File: src/rtl/videosync_gen.sv
// Video timing generator: pixel/raster counters with NTSC/PAL line counts switched only at frame wrap.
// Define VIDEOSYNC_CSYNC_EN to generate the registered composite sync output on CSYNC.
module videosync_gen #(
  parameter int PIX_W        = 9,
  parameter int RAS_W        = 9,
  parameter int H_TOTAL      = 384,
  parameter int H_ACT        = 320,
  parameter int H_SYNC_START = 336,
  parameter int H_SYNC_LEN   = 32,
  parameter int V_ACT        = 224,
  parameter int V_TOTAL_N    = 264,
  parameter int V_TOTAL_P    = 312,
  parameter int V_SYNC_N     = 240,
  parameter int V_SYNC_P     = 264,
  parameter int V_SYNC_LEN   = 8
) (
  input  logic             CLK_24MB,
  input  logic             nRESETP,
  input  logic             PIX_EN,
  input  logic             VMODE,
  output logic [PIX_W-1:0] PIXELC,
  output logic [RAS_W-1:0] RASTERC,
  output logic             HSYNC,
  output logic             VSYNC,
  output logic             BNK,
  output logic             BNKB,
  output logic             CHBL,
  output logic             FLIP,
  output logic             LINE_START,
  output logic             FRAME_START,
  output logic             CSYNC
);

  if ((H_TOTAL > (32'd1 << PIX_W)) || (V_TOTAL_N > (32'd1 << RAS_W)) ||
      (V_TOTAL_P > (32'd1 << RAS_W)) || (H_SYNC_START + H_SYNC_LEN > H_TOTAL) ||
      (V_SYNC_N + V_SYNC_LEN > V_TOTAL_N) || (V_SYNC_P + V_SYNC_LEN > V_TOTAL_P)) begin : g_param_err
    $error("videosync_gen: timing parameters out of range");
  end

  localparam logic [PIX_W-1:0] PIX_ZERO = {PIX_W{1'b0}};
  localparam logic [PIX_W-1:0] PIX_ONE  = PIX_W'(1);
  localparam logic [RAS_W-1:0] RAS_ZERO = {RAS_W{1'b0}};
  localparam logic [RAS_W-1:0] RAS_ONE  = RAS_W'(1);
  localparam logic [PIX_W-1:0] H_LAST   = PIX_W'(H_TOTAL - 1);
  localparam logic [RAS_W-1:0] V_LAST_N = RAS_W'(V_TOTAL_N - 1);
  localparam logic [RAS_W-1:0] V_LAST_P = RAS_W'(V_TOTAL_P - 1);
  // Range bounds carry one extra bit so an end bound equal to 2^W still compares correctly
  localparam logic [PIX_W:0]   H_ACT_X  = (PIX_W+1)'(H_ACT);
  localparam logic [PIX_W:0]   HS_BEG   = (PIX_W+1)'(H_SYNC_START);
  localparam logic [PIX_W:0]   HS_END   = (PIX_W+1)'(H_SYNC_START + H_SYNC_LEN);
  localparam logic [RAS_W:0]   V_ACT_X  = (RAS_W+1)'(V_ACT);
  localparam logic [RAS_W:0]   VS_BEG_N = (RAS_W+1)'(V_SYNC_N);
  localparam logic [RAS_W:0]   VS_END_N = (RAS_W+1)'(V_SYNC_N + V_SYNC_LEN);
  localparam logic [RAS_W:0]   VS_BEG_P = (RAS_W+1)'(V_SYNC_P);
  localparam logic [RAS_W:0]   VS_END_P = (RAS_W+1)'(V_SYNC_P + V_SYNC_LEN);

  logic [PIX_W-1:0] pixelc_r, pix_next_s;
  logic [RAS_W-1:0] rasterc_r, ras_next_s, v_last_s;
  logic             flip_r, flip_next_s, mode_r, mode_next_s;
  logic             hsync_r, vsync_r, bnk_r, bnkb_r, chbl_r, line_start_r, frame_start_r;
  logic [PIX_W:0]   pix_x_s;
  logic [RAS_W:0]   ras_x_s, vs_beg_s, vs_end_s;
  logic             hsync_next_s, vsync_next_s, bnk_next_s, chbl_next_s;

  assign v_last_s = mode_r ? V_LAST_P : V_LAST_N;

  // Next pixel/raster count, line parity and frame-aligned mode latch
  always_comb begin
    pix_next_s  = pixelc_r;
    ras_next_s  = rasterc_r;
    flip_next_s = flip_r;
    mode_next_s = mode_r;
    if (PIX_EN) begin
      if (pixelc_r == H_LAST) begin
        pix_next_s  = PIX_ZERO;
        flip_next_s = ~flip_r;
        if (rasterc_r == v_last_s) begin
          ras_next_s  = RAS_ZERO;
          mode_next_s = VMODE;
        end else begin
          ras_next_s = rasterc_r + RAS_ONE;
        end
      end else begin
        pix_next_s = pixelc_r + PIX_ONE;
      end
    end else begin
      pix_next_s = pixelc_r;
    end
  end

  // Decode of the next counts so registered outputs line up with the counters
  always_comb begin
    pix_x_s = {1'b0, pix_next_s};
    ras_x_s = {1'b0, ras_next_s};
    if (mode_next_s) begin
      vs_beg_s = VS_BEG_P;
      vs_end_s = VS_END_P;
    end else begin
      vs_beg_s = VS_BEG_N;
      vs_end_s = VS_END_N;
    end
    chbl_next_s  = (pix_x_s >= H_ACT_X);
    hsync_next_s = ~((pix_x_s >= HS_BEG) && (pix_x_s < HS_END));
    bnk_next_s   = (ras_x_s < V_ACT_X);
    vsync_next_s = ~((ras_x_s >= vs_beg_s) && (ras_x_s < vs_end_s));
  end

  // Counters, mode latch, decoded outputs and strobes
  always_ff @(posedge CLK_24MB) begin
    if (!nRESETP) begin
      pixelc_r      <= PIX_ZERO;
      rasterc_r     <= RAS_ZERO;
      flip_r        <= 1'b0;
      mode_r        <= VMODE;
      hsync_r       <= 1'b1;
      vsync_r       <= 1'b1;
      bnk_r         <= 1'b0;
      bnkb_r        <= 1'b1;
      chbl_r        <= 1'b1;
      line_start_r  <= 1'b0;
      frame_start_r <= 1'b0;
    end else begin
      pixelc_r      <= pix_next_s;
      rasterc_r     <= ras_next_s;
      flip_r        <= flip_next_s;
      mode_r        <= mode_next_s;
      line_start_r  <= PIX_EN && (pix_next_s == PIX_ZERO);
      frame_start_r <= PIX_EN && (pix_next_s == PIX_ZERO) && (ras_next_s == RAS_ZERO);
      if (PIX_EN) begin
        hsync_r <= hsync_next_s;
        vsync_r <= vsync_next_s;
        bnk_r   <= bnk_next_s;
        bnkb_r  <= ~bnk_next_s;
        chbl_r  <= chbl_next_s;
      end
    end
  end

`ifdef VIDEOSYNC_CSYNC_EN
  logic csync_r;

  // Composite sync: XNOR keeps HSYNC polarity outside VSYNC and inverts it inside
  always_ff @(posedge CLK_24MB) begin
    if (!nRESETP) begin
      csync_r <= 1'b1;
    end else if (PIX_EN) begin
      csync_r <= ~(hsync_next_s ^ vsync_next_s);
    end
  end

  assign CSYNC = csync_r;
`else
  assign CSYNC = 1'b1;
`endif

  assign PIXELC      = pixelc_r;
  assign RASTERC     = rasterc_r;
  assign FLIP        = flip_r;
  assign HSYNC       = hsync_r;
  assign VSYNC       = vsync_r;
  assign BNK         = bnk_r;
  assign BNKB        = bnkb_r;
  assign CHBL        = chbl_r;
  assign LINE_START  = line_start_r;
  assign FRAME_START = frame_start_r;

endmodule

File: config.mk
export PLATFORM = sky130hd
export DESIGN_NAME = videosync_gen
export DESIGN_NICKNAME = d
export VERILOG_FILES = /design/src/rtl/videosync_gen.sv
export SDC_FILE = /design/constraint.sdc
export NUM_CORES = 1
export LEC_CHECK = 0
export CORE_MARGIN = 2
export CORE_UTILIZATION = 46
export DETAILED_ROUTE_END_ITERATION = 8
export DONT_BUFFER_PORTS = 1
export GPL_TIMING_DRIVEN = 0
export PLACE_DENSITY_LB_ADDON = 0.1
export SETUP_SLACK_MARGIN = 0.2
export SLEW_MARGIN = 20
export SYNTH_ARGS = -nofsm -noshare
export SYNTH_HDL_FRONTEND = slang
export SYNTH_SLANG_ARGS = --single-unit
File: constraint.sdc
create_clock -name CLK_24MB -period 7.3 [get_ports CLK_24MB]
set_clock_uncertainty 0.2 [all_clocks]
set_input_delay 1.095 -clock CLK_24MB [delete_from_list [all_inputs] [get_ports CLK_24MB]]
set_output_delay 1.095 -clock CLK_24MB [all_outputs]
set_load 0.02 [all_outputs]
==> qor.yml, run 1 <==
slowest_stage: "or4b_2"
r2r_start: "PIXELC[0]$_SDFF_PN0_"
port_buffers: 0
cts-resized-gates: 0
postCtsHoldBufs: 0
syn_nets: 211
period_minus_slack_ps: 4460
crit_chain: "ha_1 > nand4_4 > nor3_1 > and2_1 > clkbuf_2 > mux2i_1 > inv_1 > ha_1 > or4b_2 > or4_1 > a31oi_1 > o22ai_1"
fp.coreArea_um2: 3390
fmax_mhz: 224
ys_top_cells_by_area: "dfxtp_1 33%, ha_1 6.8%, nor2_1 5.5%"
worst_pin_slew_ps: 630
grt_remaining_overflow: 0
fin_setup_tns_ps: 0
drtIter0Drc: 58
cts_htree_levels: 1
dpl.hpwl_um: 2920
crit_path_start_kind: "flop"
design_area_um2: 1740
required_ps: 7320
drc: 0
hp-start: "BNKB$_SDFFE_PN1P_"
clock_latency_ps: 320
vdd_drop_max_v: 0.0000668
fin_crit_sh: 0.611
power_frac_comb: 0.116
crit_arrival_ps: 4490
yosysSeqAreaShare: 0.327
track_usage: 0.192
yosys.area.top_type: "dfxtp_1"
holdPathStages: 2
die_w_um: 63.9
reg2reg_depth: 12
critPathMaxStageDelay_ps: 650
gp_congestion: 0.862
p_leak_nw: 0.658
clk_pin_slew_ps: 140
die_y_um: 63.9
crit_path_start: "PIXELC[0]$_SDFF_PN0_"
cts-root-buf: "clkbuf_4"
finalMaxSlewViolations: 0
dieArea_um2: 4090
cts_buffer_depth: 2
grt_max_degree: 15
avgSynthCellArea_um2: 8.35
avgViaCountPerCell: 5.63
multiInputGateArea_um2: 1020
worstSetupPathType: "flop to flop"
final-hold-violation-count: 0
pwr-share-seq: 0.631
hp-class: "flop to flop"
synth-edff-count: 0
yosys_warnings: 0
critPathBufInv: 2
rrSetupSlack_ps: 2840
synth_cells: 198
syn_to_final_growth_pct: 5.07
ys.flop_type: "dfxtp_1"
grt_pass1_wl_um: 6140
p_int_uw: 185
reg2reg_to: "VSYNC$_SDFFE_PN1P_"
async_reset_ff_frac: 0
avgRoutedWirePerCell_um: 15.3
synth.top_cell.area_share: 0.327
dr.pass1.iters: 4
rsz0062_at_grt: "false"
syn_area_um2: 1650
routed_wl_um: 3780
clock_sinks: 27
ant_nets: 0
setup_violations: 0
seq_area_um2: 541
grt_pass1_vias: 1305
power_switching_uw: 70.6
drv_cap: 0
whs_endpoint: "BNKB$_SDFFE_PN1P_"
via_count: 1397
post-cts-setup-buffers: 0
max_slew_margin: 0.577
pin_count: 31
drive_gt1_frac: 0.104
antenna_found_initial: 0
start_util: 0.488
synth_cell_types: 49
fin_nets: 216
switching_share: 0.276
rows: 21
cts_tree: "built"
fillerInstances: 341
outcome: "finished clean"
n_antenna_cell: 0
clkPwrFrac: 0.254
ys_seq_elements: 27
crit_top_cell: "ha_1"
p_per_area_nw_per_um2: 147
end_kind: "flop"
postPlaceCellArea_um2: 1710
path_delay_family: "simple AND/OR/NAND/NOR gates"
path_max_fanout: 7
cts_made_buffers: 3
[worst register-to-register path, cell delays in order (launching register included)]
cell      delay (ps)
dfxtp_1          570
ha_1             380
nand4_4          170
nor3_1           510
and2_1           210
clkbuf_2         190
mux2i_1          360
inv_1            190
ha_1             220
or4b_2           650
or4_1            480
a31oi_1          150
o22ai_1           90
[routing by layer]
metal	up-vias	track usage	routed length [um]
li1	718	-	-
met1	645	0.236	1720
met2	30	0.333	1830
met3	4	0.0423	195
met4	0	0.0571	38
met5	-	0	0
[worst max path at each step]
stage / endpoint / cells past startpoint / slack (ps)
4_1_cts: VSYNC$_SDFFE_PN1P_ / 12 / 2810
5_1_grt: VSYNC$_SDFFE_PN1P_ / 12 / 2540
3_5_place_dp: VSYNC$_SDFFE_PN1P_ / 12 / 2520
2_1_floorplan: VSYNC$_SDFFE_PN1P_ / 12 / 2970
3_3_place_gp: VSYNC$_SDFFE_PN1P_ / 12 / 2570
6_report: VSYNC$_SDFFE_PN1P_ / 12 / 2840
[cells in the mapped netlist (2+ instances only)]
master    number
clkbuf_2       2
mux2i_1        3
and3_1         4
o311ai_0       2
inv_1          6
xor2_1         7
or3_1          4
xnor2_1        6
buf_2          3
a21oi_1        9
clkbuf_1       3
nand4_1        5
nand3b_1       2
o21ai_0        3
and4_1         2
dfxtp_1       27
nand3_1        6
buf_6          2
nor3_1        11
ha_1           9
a211o_1        2
o211ai_1       2
nor2_1        24
and2_1         6
nand2_1       20
a31oi_1        4
or4b_2         2
[cell usage in the layout, fill, tap and decap left out, types with 6 or more instances in the layout]
cell type and instances:
nand2_1 20, dfxtp_1 27, and2_1 6, nor2_1 24, xnor2_1 6, a21oi_1 9
xor2_1 7, nand3_1 6, nor3_1 11, ha_1 9, inv_1 6
[layout make-up]
| cell class | count | area share |
|---|---|---|
| well taps | 46 | 0.0331 |
| multi-input cells | 153 | 0.587 |
| inverters | 7 | 0.0151 |
| flip-flops and latches | 27 | 0.311 |
| plain buffers | 11 | 0.0382 |
| clock buffers | 4 | 0.0151 |
[power groups by stage]
stage	combinational [mW]	sequential, mW	clock [mW]
floorplan	0.0234	0.163	0
finish	0.0296	0.161	0.0649
global placement	0.0285	0.165	0
CTS	0.0297	0.162	0.0701
detailed placement	0.0297	0.165	0
global route	0.0333	0.163	0.0750
[state kept, by name, indices dropped and copies added, names as in the netlist]
signal / count
LINE_START: 1
FRAME_START: 1
CHBL: 1
VSYNC: 1
FLIP: 1
PIXELC: 9
HSYNC: 1
RASTERC: 9
mode_r: 1
BNKB: 1
BNK: 1
[kinds of logic after synthesis]
group | Yosys count | share of synthesized area
buf+inv | 18 | 0.0560
fa+ha+maj | 9 | 0.0681
simple gates | 96 | 0.319
compound gates | 31 | 0.141
xor+xnor | 13 | 0.0689
flops | 27 | 0.327
other cells | 1 | 0.00227
mux | 3 | 0.0182
[per-stage QoR]
| step | utilization | worst slack (ps) | hold slack, ps | power (mW) | std cells |
|---|---|---|---|---|---|
| after floorplan | - | 2970 | 361 | 0.187 | 198 |
| after global placement | 0.505 | 2570 | 381 | 0.193 | 244 |
| after detailed placement | 0.505 | 2520 | 391 | 0.195 | 244 |
| after CTS | 0.512 | 2810 | 411 | 0.261 | 248 |
| after global routing | 0.512 | 2540 | 446 | 0.271 | 248 |
| final | 0.512 | 2840 | 408 | 0.256 | 248 |
Note: power is estimated with default switching activity, not from simulation.
==> run 2: changes to the inputs <==
clock period = 4.4 ns   (was 7.3 ns; I/O delays follow)
==> run 2 against run 1 <==
Clock power increased by 71%. Non-clock buffer count grew 3. Setup slack got worse by 2500 ps. Sequential share of layout area fell by 0.54 points. Highest routed layer unchanged. Combinational power is 70% higher.
==> qor.yml, run 2 (same netlist as run 1, synthesis figures left out) <==
outcome: "finished clean"
routed_wl_um: 3840  # +1.4%
dpl.hpwl_um: 2920  # unchanged
fillerInstances: 330  # -3.2%
grt_pass1_wl_um: 6160  # +0.33%
fmax_mhz: 244  # +8.9%
track_usage: 0.193  # +0.000586
period_minus_slack_ps: 4100  # -365 ps
port_buffers: 0  # unchanged
cts-root-buf: "clkbuf_4"
worst_pin_slew_ps: 646  # +15.9 ps
cts_htree_levels: 1  # unchanged
n_antenna_cell: 0  # unchanged
path_max_fanout: 7  # unchanged
dr.pass1.iters: 4  # unchanged
rrSetupSlack_ps: 300  # -2530 ps
crit_arrival_ps: 4120  # -370 ps
cts_tree: "built"
pin_count: 31  # unchanged
avgViaCountPerCell: 5.63  # about the same
cts_buffer_depth: 2  # unchanged
rsz0062_at_grt: "false"
rows: 21  # unchanged
drtIter0Drc: 63  # +8.6%
worstSetupPathType: "flop to flop"
die_w_um: 63.9  # unchanged
crit_path_start_kind: "flop"
fin_nets: 219  # +1.4%
p_per_area_nw_per_um2: 238  # +61%
required_ps: 4420  # -2900 ps
final-hold-violation-count: 0  # unchanged
antenna_found_initial: 0  # unchanged
clock_latency_ps: 330  # about the same
holdWs_ps: 287  # -121 ps
final_cell_mix: "24 x nor2_1, 20 x dfxtp_1, 20 x nand2_1, 10 x nor3_1"
hp-class: "primary input to flop"
clock_sinks: 27  # unchanged
die_y_um: 63.9  # unchanged
finalMaxSlewViolations: 0  # unchanged
grt_pass1_vias: 1301  # -0.31%
dieArea_um2: 4090  # unchanged
vdd_drop_max_v: 0.000112  # +68%
drv_cap: 0  # unchanged
drive_gt1_frac: 0.161  # +0.0570
power_uw: 429  # +68%
layout_commonest_cell: "nor2_1"
via_count: 1414  # +1.2%
final_core_util: 0.532  # +0.0199
end_kind: "flop"
avgRoutedWirePerCell_um: 15.3  # +0.19%
clk_pin_slew_ps: 140  # about the same
start_util: 0.488  # unchanged
setup_violations: 0  # unchanged
max_slew_margin: 0.566  # -0.0106
fp.coreArea_um2: 3390  # unchanged
syn_to_final_growth_pct: 9.16
grt_remaining_overflow: 0  # unchanged
postCtsHoldBufs: 0  # unchanged
gp_congestion: 0.862  # unchanged
cts_made_buffers: 3  # unchanged
grt_max_degree: 15  # unchanged
drc: 0  # unchanged
p_leak_nw: 0.698  # +6.1%
fin_crit_sh: 0.931  # +0.320
ant_nets: 0  # unchanged
[run 2: power by group]
part / switching (mW) / internal (mW) / leakage (nW)
logic: 0.0291 / 0.0212 / 0.460
registers: 0.0165 / 0.251 / 0.223
clock network: 0.0750 / 0.0356 / 0.0150
[run 2: through the flow]
stage | cell area [um2] | TNS (ps) | setup slack, ps | std cells
detailed placement | 1710 | -68.7 | -68.7 | 244
global route | 1800 | 0 | 181 | 251
finish | 1800 | 0 | 302 | 251
CTS | 1760 | 0 | 204 | 248
global placement | 1710 | -8.11 | -8.11 | 244
floorplan | 1650 | 0 | 419 | 198
[run 2: worst paths after layout]
kind / start / endpoint / cells after the start
setup / recovery: RASTERC[3]$_SDFF_PN0_ / VSYNC$_SDFFE_PN1P_ / 11
hold reg to reg: BNKB$_SDFFE_PN1P_ / BNKB$_SDFFE_PN1P_ / 2
hold / removal: VMODE / mode_r$_DFF_P_ / 2
setup reg to reg: RASTERC[3]$_SDFF_PN0_ / VSYNC$_SDFFE_PN1P_ / 11
[run 2: metal layers]
layer  vias up  wire [um]  global-route usage  part of all wire
li1        722          -                   -                 -
met1       658       1750               0.239              0.46
met2        30       1850               0.332              0.48
met3         4        192              0.0423             0.050
met4         0         37              0.0571            0.0096
met5         -          0                   0                 0
[run 2: critical path: stages, from the launching register on]
cell and delay [ps]:
dfxtp_4 410, or4b_2 730, a211oi_4 300, and2_1 170
clkbuf_4 190, mux2i_4 270, inv_1 140, ha_1 210
or4b_2 650, or4_1 480, a31oi_1 150, o22ai_1 90
[run 2: final cells by class]
cell class | count | area, um2 | area share
Sequential cell | 27 | 552 | 0.306
Clock buffer | 4 | 26.3 | 0.0146
Buffer | 11 | 68.8 | 0.0381
Timing Repair Buffer | 3 | 22.5 | 0.0125
Inverter | 7 | 26.3 | 0.0146
Tap cell | 46 | 57.6 | 0.0319
Multi-Input combinational cell | 153 | 1050 | 0.583
[run 2: repair_timing]
| item | 4_1_cts | 5_1_grt |
|---|---|---|
| resized for setup | 7 | 8 |
| hold endpoints to repair | 0 | 0 |
| pin swaps | 0 | 1 |
| endpoints found under the setup margin | 1 | 1 |
| buffers inserted | 0 | 3 |
==> run 3: changes to the inputs <==
CELL_PAD_IN_SITES_DETAIL_PLACEMENT = 2   (was default)
CELL_PAD_IN_SITES_GLOBAL_PLACEMENT = 2   (was default)
CORE_UTILIZATION = 37   (was 46)
CTS_CLUSTER_SIZE = 25   (was default)
==> run 3 against run 2 <==
Final area rose by 2.6%. Critical endpoint unchanged. First-iteration DRC count decreased by 25%. Largest cell class unchanged. Final cell count up 2.4%.
==> qor.yml, run 3 (same netlist as run 1, synthesis figures left out) <==
avgRoutedWirePerCell_um: 18.8  # +23%
final_cell_mix: "24 x nor2_1, 20 x nand2_1, 15 x dfxtp_1, 10 x dfxtp_2, 10 x nor3_1"
postPlaceCellArea_um2: 1720  # +0.44%
vdd_drop_max_v: 0.000114  # +1.7%
required_ps: 4360  # -60 ps
postCtsHoldBufs: 0  # unchanged
design_area_um2: 1850  # +2.6%
outcome: "finished clean"
period_minus_slack_ps: 4060  # -33.9 ps
final_core_util: 0.428  # -0.104
n_antenna_cell: 0  # unchanged
slowest_stage: "or4b_2"
ant_nets: 0  # unchanged
cts_tree: "built"
r2r_start: "RASTERC[3]$_SDFF_PN0_"
antenna_found_initial: 0  # unchanged
worstSetupPathType: "flop to flop"
fin_setup_tns_ps: 0  # unchanged
port_buffers: 0  # unchanged
path_max_fanout: 7  # unchanged
rows: 24  # +14%
setup_slack_ps: 336  # +33.9 ps
cts_made_buffers: 3  # unchanged
hp-start: "VMODE"
p_per_area_nw_per_um2: 257  # +8.0%
clock_sinks: 27  # unchanged
holdWs_ps: 341  # +54.7 ps
worst_pin_slew_ps: 632  # -13.3 ps
critPathMaxStageDelay_ps: 730  # about the same
drv_cap: 0  # unchanged
crit_top_cell: "or4b_2"
grt_pass1_vias: 1677  # +29%
crit_path_start_kind: "flop"
fin_nets: 219  # unchanged
grt_max_degree: 17  # +2
path_delay_family: "simple AND/OR/NAND/NOR gates"
track_usage: 0.204  # +0.0118
dp_slack_ps: -205  # -136 ps
syn_to_final_growth_pct: 12.0
start_util: 0.382  # -0.105
dieArea_um2: 5020  # +23%
critPathBufInv: 2  # unchanged
max_slew_margin: 0.575  # +0.00891
via_count: 1466  # +3.7%
cts_htree_levels: 1  # unchanged
cts-root-buf: "clkbuf_8"
finalMaxSlewViolations: 0  # unchanged
grt_pass1_wl_um: 8220  # +33%
pin_count: 31  # unchanged
avgViaCountPerCell: 5.70  # +1.3%
p_leak_nw: 0.686  # -1.7%
fin_crit_sh: 0.924  # -0.00771
cts_buffer_depth: 2  # unchanged
drive_gt1_frac: 0.200  # +0.0390
fmax_mhz: 246  # +0.83%
crit_chain: "or4b_2 > a211oi_4 > and2_1 > clkbuf_4 > mux2i_4 > inv_2 > ha_1 > or4b_2 > or4_1 > a31oi_1 > o22ai_1"
setup_violations: 0  # unchanged
crit_arrival_ps: 4030  # -90 ps
die_w_um: 70.8  # +11%
gp_congestion: 0.828  # -3.9%
drc: 0  # unchanged
clk_pin_slew_ps: 110  # -30 ps
die_y_um: 70.8  # +11%
rsz0062_at_grt: "false"
dr.pass1.iters: 3  # -1
layout_commonest_cell: "nor2_1"
fp.coreArea_um2: 4320  # +28%
drtIter0Drc: 47  # -25%
final-hold-violation-count: 0  # unchanged
dpl.hpwl_um: 3800  # +30%
clock_latency_ps: 280  # -50 ps
crit_path_start: "RASTERC[3]$_SDFF_PN0_"
routed_wl_um: 4820  # +26%
hp-class: "primary input to flop"
end_kind: "flop"
grt_remaining_overflow: 0  # unchanged
-- run 3: changes by cell type in the layout (fill, tap and decap cells not counted), sizes merged --
cell,delta
buf,-1
clkinvlp,+1
-- run 3: layout make-up --
type,instances,area [um2]
clock buffer,3,41.3
clock inverter,1,7.51
multi-input combinational,153,1060
timing repair buffer,3,22.5
fill,478,2470
buffer,11,71.3
sequential,27,561
inverter,7,26.3
tap,52,65.1
-- run 3: worst paths after layout --
check / end / slack (ps) / depth (start not counted)
worst min register to register: RASTERC[1]$_SDFF_PN0_ / 410 / 2
worst max-delay path: VSYNC$_SDFFE_PN1P_ / 340 / 11
worst max register to register: VSYNC$_SDFFE_PN1P_ / 340 / 11
worst min-delay path: mode_r$_DFF_P_ / 340 / 2
-- run 3: worst register-to-register path: stages, from the launching register on --
cell and delay [ps]:
dfxtp_4 400, or4b_2 730, a211oi_4 290, and2_1 170, clkbuf_4 190, mux2i_4 250
inv_2 90, ha_1 200, or4b_2 620, or4_1 510, a31oi_1 180, o22ai_1 120
-- run 3: metal layers --
layer,routed length [um],part of all wire,track usage
met5,0,0,0
met4,17,0.0035,0.0419
met3,166,0.034,0.0356
met2,2550,0.53,0.374
met1,2090,0.43,0.251
-- run 3: power by group --
group          switching, mW  leakage, nW  internal (mW)  total, mW
clock network         0.0857       0.0217         0.0644      0.150
registers             0.0175        0.226          0.251      0.268
logic                 0.0330        0.438         0.0239     0.0569
-- run 3: repair_timing --
item,CTS,global route
pin swaps,0,1
resized for setup,11,13
setup endpoints to repair,1,1
setup buffers,1,2
cloned,0,0
-- run 3: through the flow --
stage / instances / total power, mW
2_1_floorplan: 198 / 0.310
3_3_place_gp: 250 / 0.322
3_5_place_dp: 250 / 0.326
4_1_cts: 255 / 0.483
5_1_grt: 257 / 0.500
6_report: 257 / 0.475
